===== config.mk =====
export PLATFORM = sky130hd
export DESIGN_NAME = decode_pipelined
export DESIGN_NICKNAME = d
export VERILOG_FILES = /design/src/rtl/decode_pkg.sv /design/src/rtl/decode_pipelined_reg_file_bypass.sv /design/src/rtl/decode_pipelined.sv
export SDC_FILE = /design/constraint.sdc
export NUM_CORES = 2
export LEC_CHECK = 0
export ABC_AREA = 1
export CELL_PAD_IN_SITES_DETAIL_PLACEMENT = 0
export CELL_PAD_IN_SITES_GLOBAL_PLACEMENT = 1
export CORE_UTILIZATION = 47
export CTS_CLUSTER_SIZE = 16
export DETAILED_ROUTE_END_ITERATION = 8
export PLACE_DENSITY_LB_ADDON = 0.15
export SLEW_MARGIN = 20
export SYNTH_ARGS = -nofsm -noshare
export SYNTH_HDL_FRONTEND = slang
export SYNTH_SLANG_ARGS = --single-unit

===== constraint.sdc =====
create_clock -name clk -period 3.8 [get_ports clk]
set_input_delay 0.57 -clock clk [delete_from_list [all_inputs] [get_ports clk]]
set_output_delay 0.57 -clock clk [all_outputs]
set_load 0.01 [all_outputs]

===== src/rtl/decode_pkg.sv =====
// Shared decode definitions: opcodes, control-bit positions, ALU control codes
// and the opcode-to-control lookup used by the decode stage.
package decode_pkg;

  localparam logic [5:0] OP_RTYPE = 6'h00;
  localparam logic [5:0] OP_LW    = 6'h23;
  localparam logic [5:0] OP_SW    = 6'h2B;
  localparam logic [5:0] OP_BEQ   = 6'h04;
  localparam logic [5:0] OP_ADDI  = 6'h08;
  localparam logic [5:0] OP_ANDI  = 6'h0C;
  localparam logic [5:0] OP_ORI   = 6'h0D;

  localparam int CTRL_REGDST   = 0;
  localparam int CTRL_ALUSRC   = 1;
  localparam int CTRL_MEMTOREG = 2;
  localparam int CTRL_REGWRITE = 3;
  localparam int CTRL_MEMREAD  = 4;
  localparam int CTRL_MEMWRITE = 5;
  localparam int CTRL_BRANCH   = 6;
  localparam int CTRL_ALUOP1   = 7;
  localparam int CTRL_ALUOP0   = 8;

  localparam logic [1:0] ALU_CTRL_ADD       = 2'b00;
  localparam logic [1:0] ALU_CTRL_SUB       = 2'b01;
  localparam logic [1:0] ALU_CTRL_FUNCT     = 2'b10;
  localparam logic [1:0] ALU_CTRL_LOGIC_IMM = 2'b11;

  typedef logic [0:8] ctrlT;

  typedef struct packed {
    ctrlT       ctrl;
    logic [1:0] aluCtrl;
    logic       illegal;
    logic       usesRt;
  } opDecodeT;

  // Control literals read left to right as regDst .. aluOp0.
  function automatic opDecodeT decodeOpcode(input logic [5:0] opcode);
    opDecodeT d;
    d = '0;
    case (opcode)
      OP_RTYPE: begin
        d.ctrl    = 9'b1_0_0_1_0_0_0_1_0;
        d.aluCtrl = ALU_CTRL_FUNCT;
        d.usesRt  = 1'b1;
      end
      OP_LW: begin
        d.ctrl    = 9'b0_1_1_1_1_0_0_0_0;
        d.aluCtrl = ALU_CTRL_ADD;
      end
      OP_SW: begin
        d.ctrl    = 9'b0_1_0_0_0_1_0_0_0;
        d.aluCtrl = ALU_CTRL_ADD;
        d.usesRt  = 1'b1;
      end
      OP_BEQ: begin
        d.ctrl    = 9'b0_0_0_0_0_0_1_0_1;
        d.aluCtrl = ALU_CTRL_SUB;
        d.usesRt  = 1'b1;
      end
      OP_ADDI: begin
        d.ctrl    = 9'b0_1_0_1_0_0_0_0_0;
        d.aluCtrl = ALU_CTRL_ADD;
      end
      OP_ANDI, OP_ORI: begin
        d.ctrl    = 9'b0_1_0_1_0_0_0_1_1;
        d.aluCtrl = ALU_CTRL_LOGIC_IMM;
      end
      default: d.illegal = 1'b1;
    endcase
    return d;
  endfunction

endpackage


===== src/rtl/decode_pipelined_reg_file_bypass.sv =====
// Two-read, one-write register file with r0 tied to zero and optional
// same-cycle forwarding of the write-back data onto the read ports.
module reg_file_bypass #(
  parameter int DATA_W    = 32,
  parameter int NUM_REGS  = 32,
  parameter int WB_BYPASS = 1,
  localparam int AW       = $clog2(NUM_REGS)
) (
  input  logic              clk,
  input  logic              rst_n,
  input  logic [AW-1:0]     rdAddrA,
  output logic [DATA_W-1:0] rdDataA,
  input  logic [AW-1:0]     rdAddrB,
  output logic [DATA_W-1:0] rdDataB,
  input  logic [AW-1:0]     wrAddr,
  input  logic [DATA_W-1:0] wrData,
  input  logic              wrEn
);

  logic [DATA_W-1:0] regs [NUM_REGS];
  logic              bypassA, bypassB;

  always_ff @(posedge clk or negedge rst_n) begin
    if (!rst_n) begin
      for (int i = 0; i < NUM_REGS; i++) regs[i] <= '0;
    end else if (wrEn && (wrAddr != '0)) begin
      regs[wrAddr] <= wrData;
    end
  end

  assign bypassA = (WB_BYPASS != 0) && wrEn && (rdAddrA == wrAddr);
  assign bypassB = (WB_BYPASS != 0) && wrEn && (rdAddrB == wrAddr);

  // The r0 check comes first so a write-back aimed at r0 is never forwarded.
  always_comb begin
    rdDataA = regs[rdAddrA];
    if (rdAddrA == '0)  rdDataA = '0;
    else if (bypassA)   rdDataA = wrData;
  end

  always_comb begin
    rdDataB = regs[rdAddrB];
    if (rdAddrB == '0)  rdDataB = '0;
    else if (bypassB)   rdDataB = wrData;
  end

endmodule


===== src/rtl/decode_pipelined.sv =====
// Decode stage owning the ID/EX register: decodes IF/ID, reads the register
// file and stalls on load-use hazards against its own ID/EX contents.
module decode_pipelined
  import decode_pkg::*;
#(
  parameter int DATA_W     = 32,
  parameter int NUM_REGS   = 32,
  parameter int IMM_SIGNED = 1,
  parameter int WB_BYPASS  = 1,
  localparam int REG_AW    = $clog2(NUM_REGS)
) (
  input  logic              clk,
  input  logic              rst_n,
  input  logic [31:0]       instr,
  input  logic              instr_valid,
  input  logic              flush,
  input  logic [REG_AW-1:0] wb_rd,
  input  logic [DATA_W-1:0] wb_data,
  input  logic              wb_we,
  output logic              pc_write,
  output logic              ifid_write,
  output logic              idex_valid,
  output logic [0:8]        idex_ctrl,
  output logic [1:0]        idex_alu_ctrl,
  output logic [DATA_W-1:0] idex_rs_data,
  output logic [DATA_W-1:0] idex_rt_data,
  output logic [DATA_W-1:0] idex_imm,
  output logic [REG_AW-1:0] idex_rs,
  output logic [REG_AW-1:0] idex_rt,
  output logic [REG_AW-1:0] idex_rd,
  output logic              idex_illegal
);

  opDecodeT          dec;
  logic [REG_AW-1:0] rs, rt, rdField, rdSel;
  logic [DATA_W-1:0] immExt, rsData, rtData;
  logic              signExt, hazard, bubble;

  assign dec     = decodeOpcode(instr[31:26]);
  assign rs      = instr[21 +: REG_AW];
  assign rt      = instr[16 +: REG_AW];
  assign rdField = instr[11 +: REG_AW];
  assign rdSel   = dec.ctrl[CTRL_REGDST] ? rdField : rt;

  // Logical immediates are always zero-extended regardless of IMM_SIGNED.
  assign signExt = (IMM_SIGNED != 0) && (instr[31:26] != OP_ANDI) && (instr[31:26] != OP_ORI);
  assign immExt  = signExt ? {{(DATA_W-16){instr[15]}}, instr[15:0]}
                           : {{(DATA_W-16){1'b0}}, instr[15:0]};

  assign hazard = idex_valid & idex_ctrl[CTRL_MEMREAD] & (idex_rt != '0) & instr_valid &
                  ((idex_rt == rs) | (dec.usesRt & (idex_rt == rt)));

  // A redirect discards the dependent instruction, so it overrides the stall.
  assign bubble     = flush | hazard;
  assign pc_write   = flush | ~hazard;
  assign ifid_write = flush | ~hazard;

  reg_file_bypass #(
    .DATA_W   (DATA_W),
    .NUM_REGS (NUM_REGS),
    .WB_BYPASS(WB_BYPASS)
  ) uRegFile (
    .clk    (clk),
    .rst_n  (rst_n),
    .rdAddrA(rs),
    .rdDataA(rsData),
    .rdAddrB(rt),
    .rdDataB(rtData),
    .wrAddr (wb_rd),
    .wrData (wb_data),
    .wrEn   (wb_we)
  );

  always_ff @(posedge clk or negedge rst_n) begin
    if (!rst_n) begin
      idex_valid    <= 1'b0;
      idex_ctrl     <= '0;
      idex_alu_ctrl <= '0;
      idex_rs_data  <= '0;
      idex_rt_data  <= '0;
      idex_imm      <= '0;
      idex_rs       <= '0;
      idex_rt       <= '0;
      idex_rd       <= '0;
      idex_illegal  <= 1'b0;
    end else if (bubble) begin
      idex_valid    <= 1'b0;
      idex_ctrl     <= '0;
      idex_alu_ctrl <= '0;
      idex_rs_data  <= '0;
      idex_rt_data  <= '0;
      idex_imm      <= '0;
      idex_rs       <= '0;
      idex_rt       <= '0;
      idex_rd       <= '0;
      idex_illegal  <= 1'b0;
    end else begin
      idex_valid    <= instr_valid;
      idex_ctrl     <= dec.ctrl;
      idex_alu_ctrl <= dec.aluCtrl;
      idex_rs_data  <= rsData;
      idex_rt_data  <= rtData;
      idex_imm      <= immExt;
      idex_rs       <= rs;
      idex_rt       <= rt;
      idex_rd       <= rdSel;
      idex_illegal  <= dec.illegal;
    end
  end

endmodule


==> metrics.yaml <==
sta:
  finalSetupViolCount: 0
  rsz0062_at_grt: "no"
  fin_tns_setup_ns: 0
  final-max-slew-violation-count: 0
  max_freq_mhz: 333
  timing.final.crit_period_ns: 3.01
  worstMarginPinSlew_ns: 1.22
  finalCritPeriodShare_pct: 79.1
  finClkSkew_ns: 0.0257
  hold_viol_final: 0
  maxSlewHeadroom_pct: 18.5
clock_network:
  clock_path_buffers: 3
  root_buffer: "clkbuf_16"
  clkSinkCount: 1130
  cts_tree: "done"
  cts_buffers: 135
  cts.clk_slew.worst_paths_ns: 0.05
  post-cts-setup-buffers: 0
  insertion_delay_ns: 0.80
  htreeDepth: 4
worst_setup_path:
  path_common_cell: "nand3_1"
  path_cells: "clkdlybuf4s50_1 > nor2_1 > nand3_1 > buf_4 > nand3_1 > nand3_1 > nand2_1 > nand3_1 > clkdlybuf4s50_1"
  endpoint_kind: "primary output"
  worst-endpoint-arrival_ns: 2.44
  max_stage_delay_ns: 0.51
  startpoint_type: "input pin"
  reg2regPathDepth: 9
  crit_fanout: 13
  path_class: "in2out"
  worst-path-buf-inv: 3
  crit_slowest_cell: "clkdlybuf4s50_1"
  required_ns: 3.23
  worst-path-stages: 9
  crit_family: "buffers and inverters"
synthesis:
  seq_area_frac_synth_pct: 45.3
  synth_area_sq_mm: 0.0624
  yosysTopAreaCellShare_pct: 45.3
  synth_cells: 8911
  ys_top_cells_by_area: "dfrtp_1 45%, nand2_1 20%, o21ai_0 8.2%, o211ai_1 7.2%, nand3_1 5.3%"
  avgSynthCellArea_sq_um: 7.00
  ys_types: 26
  synth_nets: 8985
  synth.yosys.warnings: 0
  synth_seq_cells: 1130
  synth_top_area_cell: "dfrtp_1"
grt:
  grt_pass1_wl_mm: 373
  grt.total_usage_pct: 36.9
  grt_pass1_vias: 57300
  antenna_found_initial: 11
  grt_max_degree: 142
  grt_overflow: 0
final_layout:
  fin_util_pct: 53.5
  syn_to_final_growth_pct: 13.0
  final_design_area_no_fill_sq_mm: 0.0705
  drive_above_1_share_pct: 5.45
  final_common_cell: "nand2_1"
  final_cells: 10500
  layout_common_cells: "3230 x nand2_1, 1130 x dfrtp_1, 1020 x o21ai_0"
  nNetsFinal: 8748
detailed_routing:
  firstDrtPassIters: 7
  drc: 0
  drt-total-wl_mm: 249
  drt-initial-drc-count: 7389
  wl_per_cell_um: 23.7
  drt-vias-per-instance: 5.81
  antenna_left: 0
  num_vias: 61200
power_and_ir_drop:
  irDropWorstVdd_mv: 0.496
  powerDensity_mw_per_mm2: 508
  p_total_uw: 35800
  leakage_uw: 0.0346
floorplan:
  fp.dieH_um: 366
  fp.coreArea_sq_mm: 0.132
  placementRows: 133
  dieArea_sq_mm: 0.134
  die_x_um: 366
  start_util_pct: 47.4
  io_pins: 200
placement:
  dp.cells: 10300
  gp_congestion: 0.867
  dpl.hpwl_mm: 142
  postPlaceCellArea_sq_mm: 0.0661
  port_buffers: 199
flow_run:
  maxCapViolations: 0
hold_path:
  holdPathStages: 3
  hold_class: "in2reg"
run_status:
  outcome: "completed"
## kinds of logic after synthesis
| logic type | count (synthesis) | share of synthesized area [%] |
|---|---|---|
| and+or+nand+nor | 4431 | 28.1 |
| buffers and inverters | 1575 | 9.80 |
| DFF | 1130 | 45.3 |
| AOI/OAI and AO/OA | 1768 | 16.6 |
| xor gates and xnor gates | 7 | 0.0983 |
## path summary, 6_finish.rpt
path,from,endpoint,slack [ns]
worst max-delay path,instr[30],ifid_write,0.79
worst min-delay path,instr[21],idex_rs[0],0.23
worst max register to register,idex_rt[1],idex_imm[7],1.73
worst min register to register,uRegFile.regs[1022],uRegFile.regs[1022],0.40
max in group asynchronous,rst_n,uRegFile.regs[175],2.11
min in group asynchronous,rst_n,idex_imm[2],0.37
## stage by stage
stage / setup WS [ns] / hold WS (ns)
2_1_floorplan: 1.65 / 0.274
5_1_grt: 0.681 / 0.218
3_5_place_dp: 0.627 / 0.370
4_1_cts: 0.794 / 0.174
3_3_place_gp: 0.712 / 0.365
6_report: 0.794 / 0.228
## power by group
group / switching [uW] / total, uW / internal (uW)
logic: 4670 / 7220 / 2550
registers: 1320 / 15500 / 14200
clock network: 5400 / 13100 / 7680
total: 11400 / 35800 / 24400
## metal layers
metal  up-vias  track usage, %  part of all wire [%]
met1     29400            51.9                    43
met4         6            13.8                   3.8
met3       554            6.84                   9.8
li1      28000               -                     -
met5         -               0                 0.016
met2      3157            56.4                    44
## area by class of cell
cell class	count	area, sq um
repair buffers	401	4430
well taps	1755	2200
flip-flops and latches	1130	28300
multi-input cells	6206	28100
clock buffers	207	4060
fillers	12800	61200
clock inverters	32	342
diodes	3	7.51
inverters	800	3040
## what timing repair did
item                                   CTS  global route
resized for setup                        0             0
hold buffers                             1             0
endpoints found under the hold margin   41             0
## synthesized netlist by cell type, drive strengths merged
cell type     n
a21oi        89
and3          1
buf         171
clkbuf      604
clkinv        7
dfrtp      1130
inv         793
nand2      3258
nand3       662
nand3b        1
nand4         5
nor2        490
nor3         12
nor4          2
o211ai      600
o21ai      1073
o22ai         6
xnor2         3
xor2          4
## flip-flops by register name, summed over array words and instances (netlist names), 5 cells and up
name           count
idex_rd            5
idex_rs            5
uRegFile.regs   1024
idex_rs_data      32
idex_ctrl          7
idex_rt_data      32
idex_rt            5
idex_imm          17
## worst register-to-register path, delay by kind of cell, from the launching register on
family / cells / cell delay, ns
xor gates and xnor gates: 1 / 0.20
and+or+nand+nor: 7 / 0.94
buffers and inverters: 1 / 0.33
DFF: 1 / 0.47
No activity file was read; power rests on OpenSTA's default activity.
